[config.mk]
export PLATFORM = sky130hd
export DESIGN_NAME = mem_arbiter
export DESIGN_NICKNAME = d
export VERILOG_FILES = /design/src/rtl/mem_arbiter.sv
export SDC_FILE = /design/constraint.sdc
export NUM_CORES = 1
export LEC_CHECK = 0
export CAP_MARGIN = 20
export CORE_AREA = 3 3 130 132
export CTS_BUF_LIST = sky130_fd_sc_hd__clkbuf_8
export DETAILED_ROUTE_END_ITERATION = 7
export DIE_AREA = 0 0 133 135
export HOLD_SLACK_MARGIN = 0.05
export SYNTH_ARGS = -nofsm -noshare
export SYNTH_HDL_FRONTEND = slang
export SYNTH_SLANG_ARGS = --single-unit
[constraint.sdc]
create_clock -name CLK -period 1.6 [get_ports CLK]
set_clock_uncertainty 0.1 [all_clocks]
set_input_delay 0.24 -clock CLK [delete_from_list [all_inputs] [get_ports CLK]]
set_output_delay 0.24 -clock CLK [all_outputs]
set_load 0.02 [all_outputs]
[src/rtl/mem_arbiter.sv]
// mem_arbiter: arbitrates one data port and two instruction ports onto a single RAM.
// Optional starvation guard for instruction ports: define MEM_ARBITER_FAIRNESS_EN.
module mem_arbiter #(
  parameter int WORD_W     = 32,
  parameter int STARVE_MAX = 4
) (
  input  logic                CLK,
  input  logic                nRST,
  input  logic                dramREN,
  input  logic                dramWEN,
  input  logic [WORD_W-1:0]   dramaddr,
  input  logic [WORD_W-1:0]   dramstore,
  output logic [WORD_W-1:0]   dramload,
  output logic                dramwait,
  input  logic [1:0]          iREN,
  input  logic [2*WORD_W-1:0] iaddr,
  output logic [2*WORD_W-1:0] iload,
  output logic [1:0]          iwait,
  output logic                ramREN,
  output logic                ramWEN,
  output logic [WORD_W-1:0]   ramaddr,
  output logic [WORD_W-1:0]   ramstore,
  input  logic [WORD_W-1:0]   ramload,
  input  logic [1:0]          ramstate
);
  typedef enum logic [1:0] {IDLE, GNT_D, GNT_I0, GNT_I1} state_t;
  state_t state_q, state_d, arb;
  logic ptr_q, ptr_d;
  logic acc, dreq, inst_done, data_done, granted_req, force_i;
  // Completion, request and pointer bookkeeping; the pointer update is visible to this cycle's arbitration
  always_comb begin
    acc         = ramstate == 2'd2;
    dreq        = dramREN | dramWEN;
    inst_done   = acc & (state_q == GNT_I0 || state_q == GNT_I1);
    data_done   = acc & (state_q == GNT_D);
    ptr_d       = ptr_q ^ inst_done;
    granted_req = (state_q == GNT_D) ? dreq : (state_q == GNT_I0) ? iREN[0] : iREN[1];
  end
  // Winner of an arbitration: data first unless instructions are being starved, then round-robin cores
  always_comb begin
    arb = (dreq & ~force_i) ? GNT_D :
          (iREN == 2'b11)   ? (ptr_d ? GNT_I1 : GNT_I0) :
          iREN[0]           ? GNT_I0 :
          iREN[1]           ? GNT_I1 : IDLE;
  end
  // Next grant: re-arbitrate when idle or on completion, drop to IDLE if the requester withdraws early
  always_comb begin
    state_d = (state_q == IDLE || acc) ? arb : !granted_req ? IDLE : state_q;
  end
  // Grant state and round-robin pointer
  always_ff @(posedge CLK or negedge nRST) begin
    if (!nRST) begin
      state_q <= IDLE;
      ptr_q   <= 1'b0;
    end else begin
      state_q <= state_d;
      ptr_q   <= ptr_d;
    end
  end
`ifdef MEM_ARBITER_FAIRNESS_EN
  localparam int CW = $clog2(STARVE_MAX + 1);
  logic [CW-1:0] cnt_q, cnt_d, cnt_inc;
  // Count data completions that an instruction request sat through; saturate at the threshold
  always_comb begin
    cnt_inc = (data_done & |iREN & (cnt_q != CW'(STARVE_MAX))) ? cnt_q + 1'b1 : cnt_q;
    force_i = |iREN & (cnt_inc >= CW'(STARVE_MAX));
  end
  // Any instruction grant clears the starvation history
  always_comb begin
    cnt_d = (state_d == GNT_I0 || state_d == GNT_I1) ? '0 : cnt_inc;
  end
  // Starvation counter
  always_ff @(posedge CLK or negedge nRST) begin
    if (!nRST) cnt_q <= '0;
    else       cnt_q <= cnt_d;
  end
`else
  logic unused_done;
  assign unused_done = data_done;
  // Strict data priority: a negative threshold can never trigger
  assign force_i = STARVE_MAX < 0;
`endif
  // RAM and requester steering from the registered grant
  always_comb begin
    ramREN   = 1'b0;
    ramWEN   = 1'b0;
    ramaddr  = '0;
    ramstore = '0;
    dramwait = 1'b1;
    dramload = '0;
    iwait    = 2'b11;
    iload    = '0;
    case (state_q)
      GNT_D: begin
        ramaddr  = dramaddr;
        ramstore = dramstore;
        ramWEN   = dramWEN;
        ramREN   = dramREN & ~dramWEN;
        dramwait = ~acc;
        dramload = ramload;
      end
      GNT_I0: begin
        ramaddr              = iaddr[WORD_W-1:0];
        ramREN               = iREN[0];
        iwait[0]             = ~acc;
        iload[WORD_W-1:0]    = ramload;
      end
      GNT_I1: begin
        ramaddr              = iaddr[2*WORD_W-1:WORD_W];
        ramREN               = iREN[1];
        iwait[1]             = ~acc;
        iload[2*WORD_W-1:WORD_W] = ramload;
      end
      default: ;
    endcase
  end
endmodule

== Word-level counts from Yosys, hierarchy flattened ==
Index checks and enable logic that the tools add are counted.

* Logic and storage cells: 36
* Bits of input ports: 168
* Output and inout bits: 165
* Bits in registers: 3

* Muxes and demuxes: 19
* Equality and inequality tests: 6
* Reduce and logical (&&, ||, !) cells: 3
* Bitwise logic cells: 6

{| class="wikitable"
|+ Operator list
! cell !! count
|-
| 32-bit two-way mux || 4
|-
| 32-bit case mux with 3 select lines || 1
|-
| 2-bit two-way mux || 6
|-
| 2-bit equality test, second input constant || 4
|-
| 1-bit two-way mux || 7
|-
| 1-bit case mux with 3 select lines || 1
|-
| 1-bit bitwise AND || 2
|-
| 2-bit by 1-bit equality test with 1-bit output, second input constant || 1
|-
| 2-bit zero test || 1
|-
| 1-bit logical OR || 2
|-
| 2-bit by 1-bit != test with 1-bit output, second input constant || 1
|-
| 1-bit NOT || 2
|-
| 1-bit bitwise OR || 1
|-
| 1-bit XOR || 1
|}

== Logic depth before layout (Yosys ltp) ==
* Word-level depth: 8
* Mapped depth: 6
* Gate-level depth less buffers: 4

== Worst setup path after synthesis ==
OpenSTA, ideal clock, no wires.

* Path type: reg-to-output
* Start point: reg state_q[1]
* End point: out ramaddr[0]
* Data required time: 1.260 ns
* Arrival: 1.245 ns
* Setup slack: 0.015 ns
* Stages on the path, launching flop included: 5
* Path buffers: 2
* Path through: dfrtp_1 -> buf_6 -> buf_2 -> mux2_2 -> a22o_1

* Word-level cells in the longest chain between the ends: 2
* Elaborated cells between the ends (all ways): 4
* Classes of those cells: 3 x eq/ne; 1 x mux

{| class="wikitable"
|+ Ends and longest elaborated chain
! element !! RTL line !! source
|-
| start, declared || 27 || <nowiki>state_t state_q, state_d, arb;</nowiki>
|-
| start signal, assigned || 56 || <nowiki>state_q <= state_d;</nowiki>
|-
| 2-bit equality test or 2-bit by 1-bit equality test with 1-bit output (tied branches) || 93 || <nowiki>case (state_q)</nowiki>
|-
| 32-bit case mux with 3 select lines * || 93 ||
|-
| end, declared || 21 || <nowiki>output logic [WORD_W-1:0] ramaddr,</nowiki>
|}

Every way passes the cells marked *; elsewhere a longest branch is shown, timed or not.

== Worst setup path after layout ==
Ends and elaborated chain as after synthesis.

==> flow_metrics.py <==
metrics = {
    "sta": {
        "whs_ns": 0.1194,
        "finalHoldViolCount": 0,
        "max-slew-margin-rel": 0.7845,
        "min_period_ns": 1.946,
        "setup_viol": 167,
        "fin_ws_ns": -0.3462,
        "tns_ns": -39.55,
        "drv_slew": 0,
        "grt_setup_unrepaired": "true",
        "fmax_ghz": 0.5138,
        "finalCritPeriodShare": 1.216,
        "worst_pin_slew_ns": 0.3219,
    },
    "cts": {
        "cts_max_path_buffers": 2,
        "clock_latency_ns": 0.22,
        "clk_pin_slew_ns": 0.03,
        "cts_tree": "done",
        "cts_buffers": 3,
        "holdBufCountCts": 0,
        "clockRootBuffer": "clkbuf_8",
        "tritoncts_num_sinks": 3,
        "htreeDepth": 1,
    },
    "synth": {
        "ys.flop_type": "dfrtp_1",
        "async_flop_share": 1.000,
        "synth-edff-count": 0,
        "ys_ff_latch": 3,
        "syn_area_per_cell_sq_um": 7.220,
        "seq_area_frac_synth": 0.04110,
        "netlist_area_sq_um": 1827,
        "synth_fp_nets": 421,
        "ys_types": 29,
        "syn_inst": 253,
        "yosysWarnings": 0,
    },
    "finish": {
        "diodes": 0,
        "final_cell_mix": "167 x clkdlybuf4s50_1, 143 x buf_6, 72 x and2_4",
        "final_common_cell": "clkdlybuf4s50_1",
        "area_delta_synth_final_pct": 258.2,
        "fin_area_sq_um": 6544,
        "drive_gt1_frac": 0.5758,
        "layout.nets": 789,
    },
    "floorplan": {
        "fp-row-count": 46,
        "fp.dieW_um": 133,
        "die_area_sq_um": 17960,
        "ios": 333,
        "start_util": 0.1154,
        "core_sq_um": 15830,
        "die_height_um": 135,
    },
    "status": {
        "violations": "setup timing",
        "status": "complete, but fails checks",
    },
    "critical_path": {
        "worstPathArrival_ns": 1.61,
        "timing.rr.end": "state_q[0]$_DFFE_PN0P_",
        "path_class": "flop to output pin",
        "startpoint_type": "flop",
        "worstRegToRegCells": 7,
        "cp_max_fo": 5,
        "reg2reg_from": "state_q[1]$_DFFE_PN0P_",
        "critPathRequiredTime_ns": 1.26,
        "r2r_slack_ns": -0.30,
        "endpoint_kind": "output pin",
    },
    "grt": {
        "grt_use_total": 0.1392,
        "grt_pass1_vias": 3576,
        "grt-ovfl-total": 0,
        "grt_pass1_wl_um": 20110,
        "met3_usage": 0.03167,
        "grt_start_max_net_pins": 28,
        "antenna_found_initial": 0,
        "grt_use_met1": 0.1499,
        "top_usage_layer": "met2",
        "gr-usage-met2": 0.2745,
    },
    "placed_design": {
        "dp_slack_ns": -0.4891,
        "place_area_sq_um": 5504,
        "dpl.hpwl_um": 10440,
        "place_congestion": 0.8352,
        "io_buffers": 332,
    },
    "route": {
        "firstDrtPassIters": 4,
        "first_iter_violations": 115,
        "drc": 0,
        "drtAntennaViolNets": 0,
        "wire_per_inst_um": 18.05,
        "totalWireLength_um": 15090,
        "vias": 3469,
        "vias_per_cell": 4.150,
    },
    "power_and_ir_drop": {
        "p_leak_nw": 3.108,
        "irDropWorstVdd_mv": 0.1990,
        "power_density_nw_per_um2": 586.4,
    },
    "min_path": {
        "min_path_type": "primary input to async pin",
    },
    "run": {
        "drv_cap": 0,
    },
}
-- metrics by stage --
step             util  cells  power [mW]
5_1_grt        0.4134    836       4.029
3_5_place_dp   0.3477    792       2.790
4_1_cts        0.3701    822       3.356
3_3_place_gp   0.3477    792       2.758
2_1_floorplan       -    253       1.315
6_report       0.4134    836       3.837
-- sequential cells by signal, indices dropped and copies added, names as in the netlist --
name	cells
state_q	2
ptr_q	1
-- worst max-delay path, cell delays in order (launching register included) --
cell	delay (ns)
dfrtp_2	0.45
buf_12	0.16
clkbuf_16	0.15
mux2_4	0.29
a22o_1	0.20
buf_6	0.13
-- cell families (layout without fill, tap and decap cells) --
kind of cell	count (synthesis)	in the layout	synth area share
AOI/OAI and AO/OA	40	40	0.1863
xor gates and xnor gates	1	1	0.004795
buffers and inverters	33	400	0.08561
DFF	3	3	0.04109
muxes	32	32	0.1973
and+or+nand+nor	144	144	0.4849
-- cells in the mapped netlist, drive strengths merged (2+ instances only) --
master  number  area [sq um]
mux2        32         360.4
clkbuf      16         65.06
and2        97         606.8
inv          2         7.500
a22o        33         289.0
nor2b        2         15.02
nand2        6         22.52
nand4        2         12.51
and3        32         200.2
dfrtp        3         75.07
buf         15         83.83
o21ai        2         10.00
-- what timing repair did --
action | in CTS | in global routing
pin swaps | 21 | 36
buffers inserted | 19 | 9
setup endpoints to repair | 166 | 167
cloned | 8 | 11
gates resized for setup | 915 | 157
-- cell type report --
| class | count | area [sq um] |
|---|---|---|
| clock buffers | 3 | 41.29 |
| flip-flops and latches | 3 | 77.57 |
| fillers | 1531 | 9284 |
| multi-input cells | 217 | 1926 |
| repair buffers | 394 | 4218 |
| well taps | 216 | 270.3 |
| clock inverters | 1 | 3.754 |
| inverters | 2 | 7.507 |
-- metal layers --
layer,vias to the layer above,share of wire,wire length [um]
li1,1628,-,-
met3,20,0.075,1136
met2,211,0.55,8249
met5,-,0,0
met4,0,0.021,321
met1,1610,0.36,5380
-- worst max path at each step --
stage / start / endpoint / cells past startpoint
finish: state_q[1]$_DFFE_PN0P_ / ramaddr[0] / 5
global route: state_q[1]$_DFFE_PN0P_ / ramaddr[22] / 5
CTS: state_q[1]$_DFFE_PN0P_ / ramaddr[6] / 5
detailed placement: state_q[1]$_DFFE_PN0P_ / ramaddr[6] / 4
global placement: state_q[1]$_DFFE_PN0P_ / ramaddr[6] / 4
floorplan: state_q[1]$_DFFE_PN0P_ / ramaddr[0] / 4
-- where the power goes --
group | leakage, nW | switching, mW | internal, mW
Combinational | 3.05 | 1.47 | 2.03
Sequential | 0.0339 | 0.0278 | 0.0969
Clock | 0.0269 | 0.0528 | 0.164
Total | 3.11 | 1.55 | 2.29
Note: power is estimated with default switching activity, not from simulation.
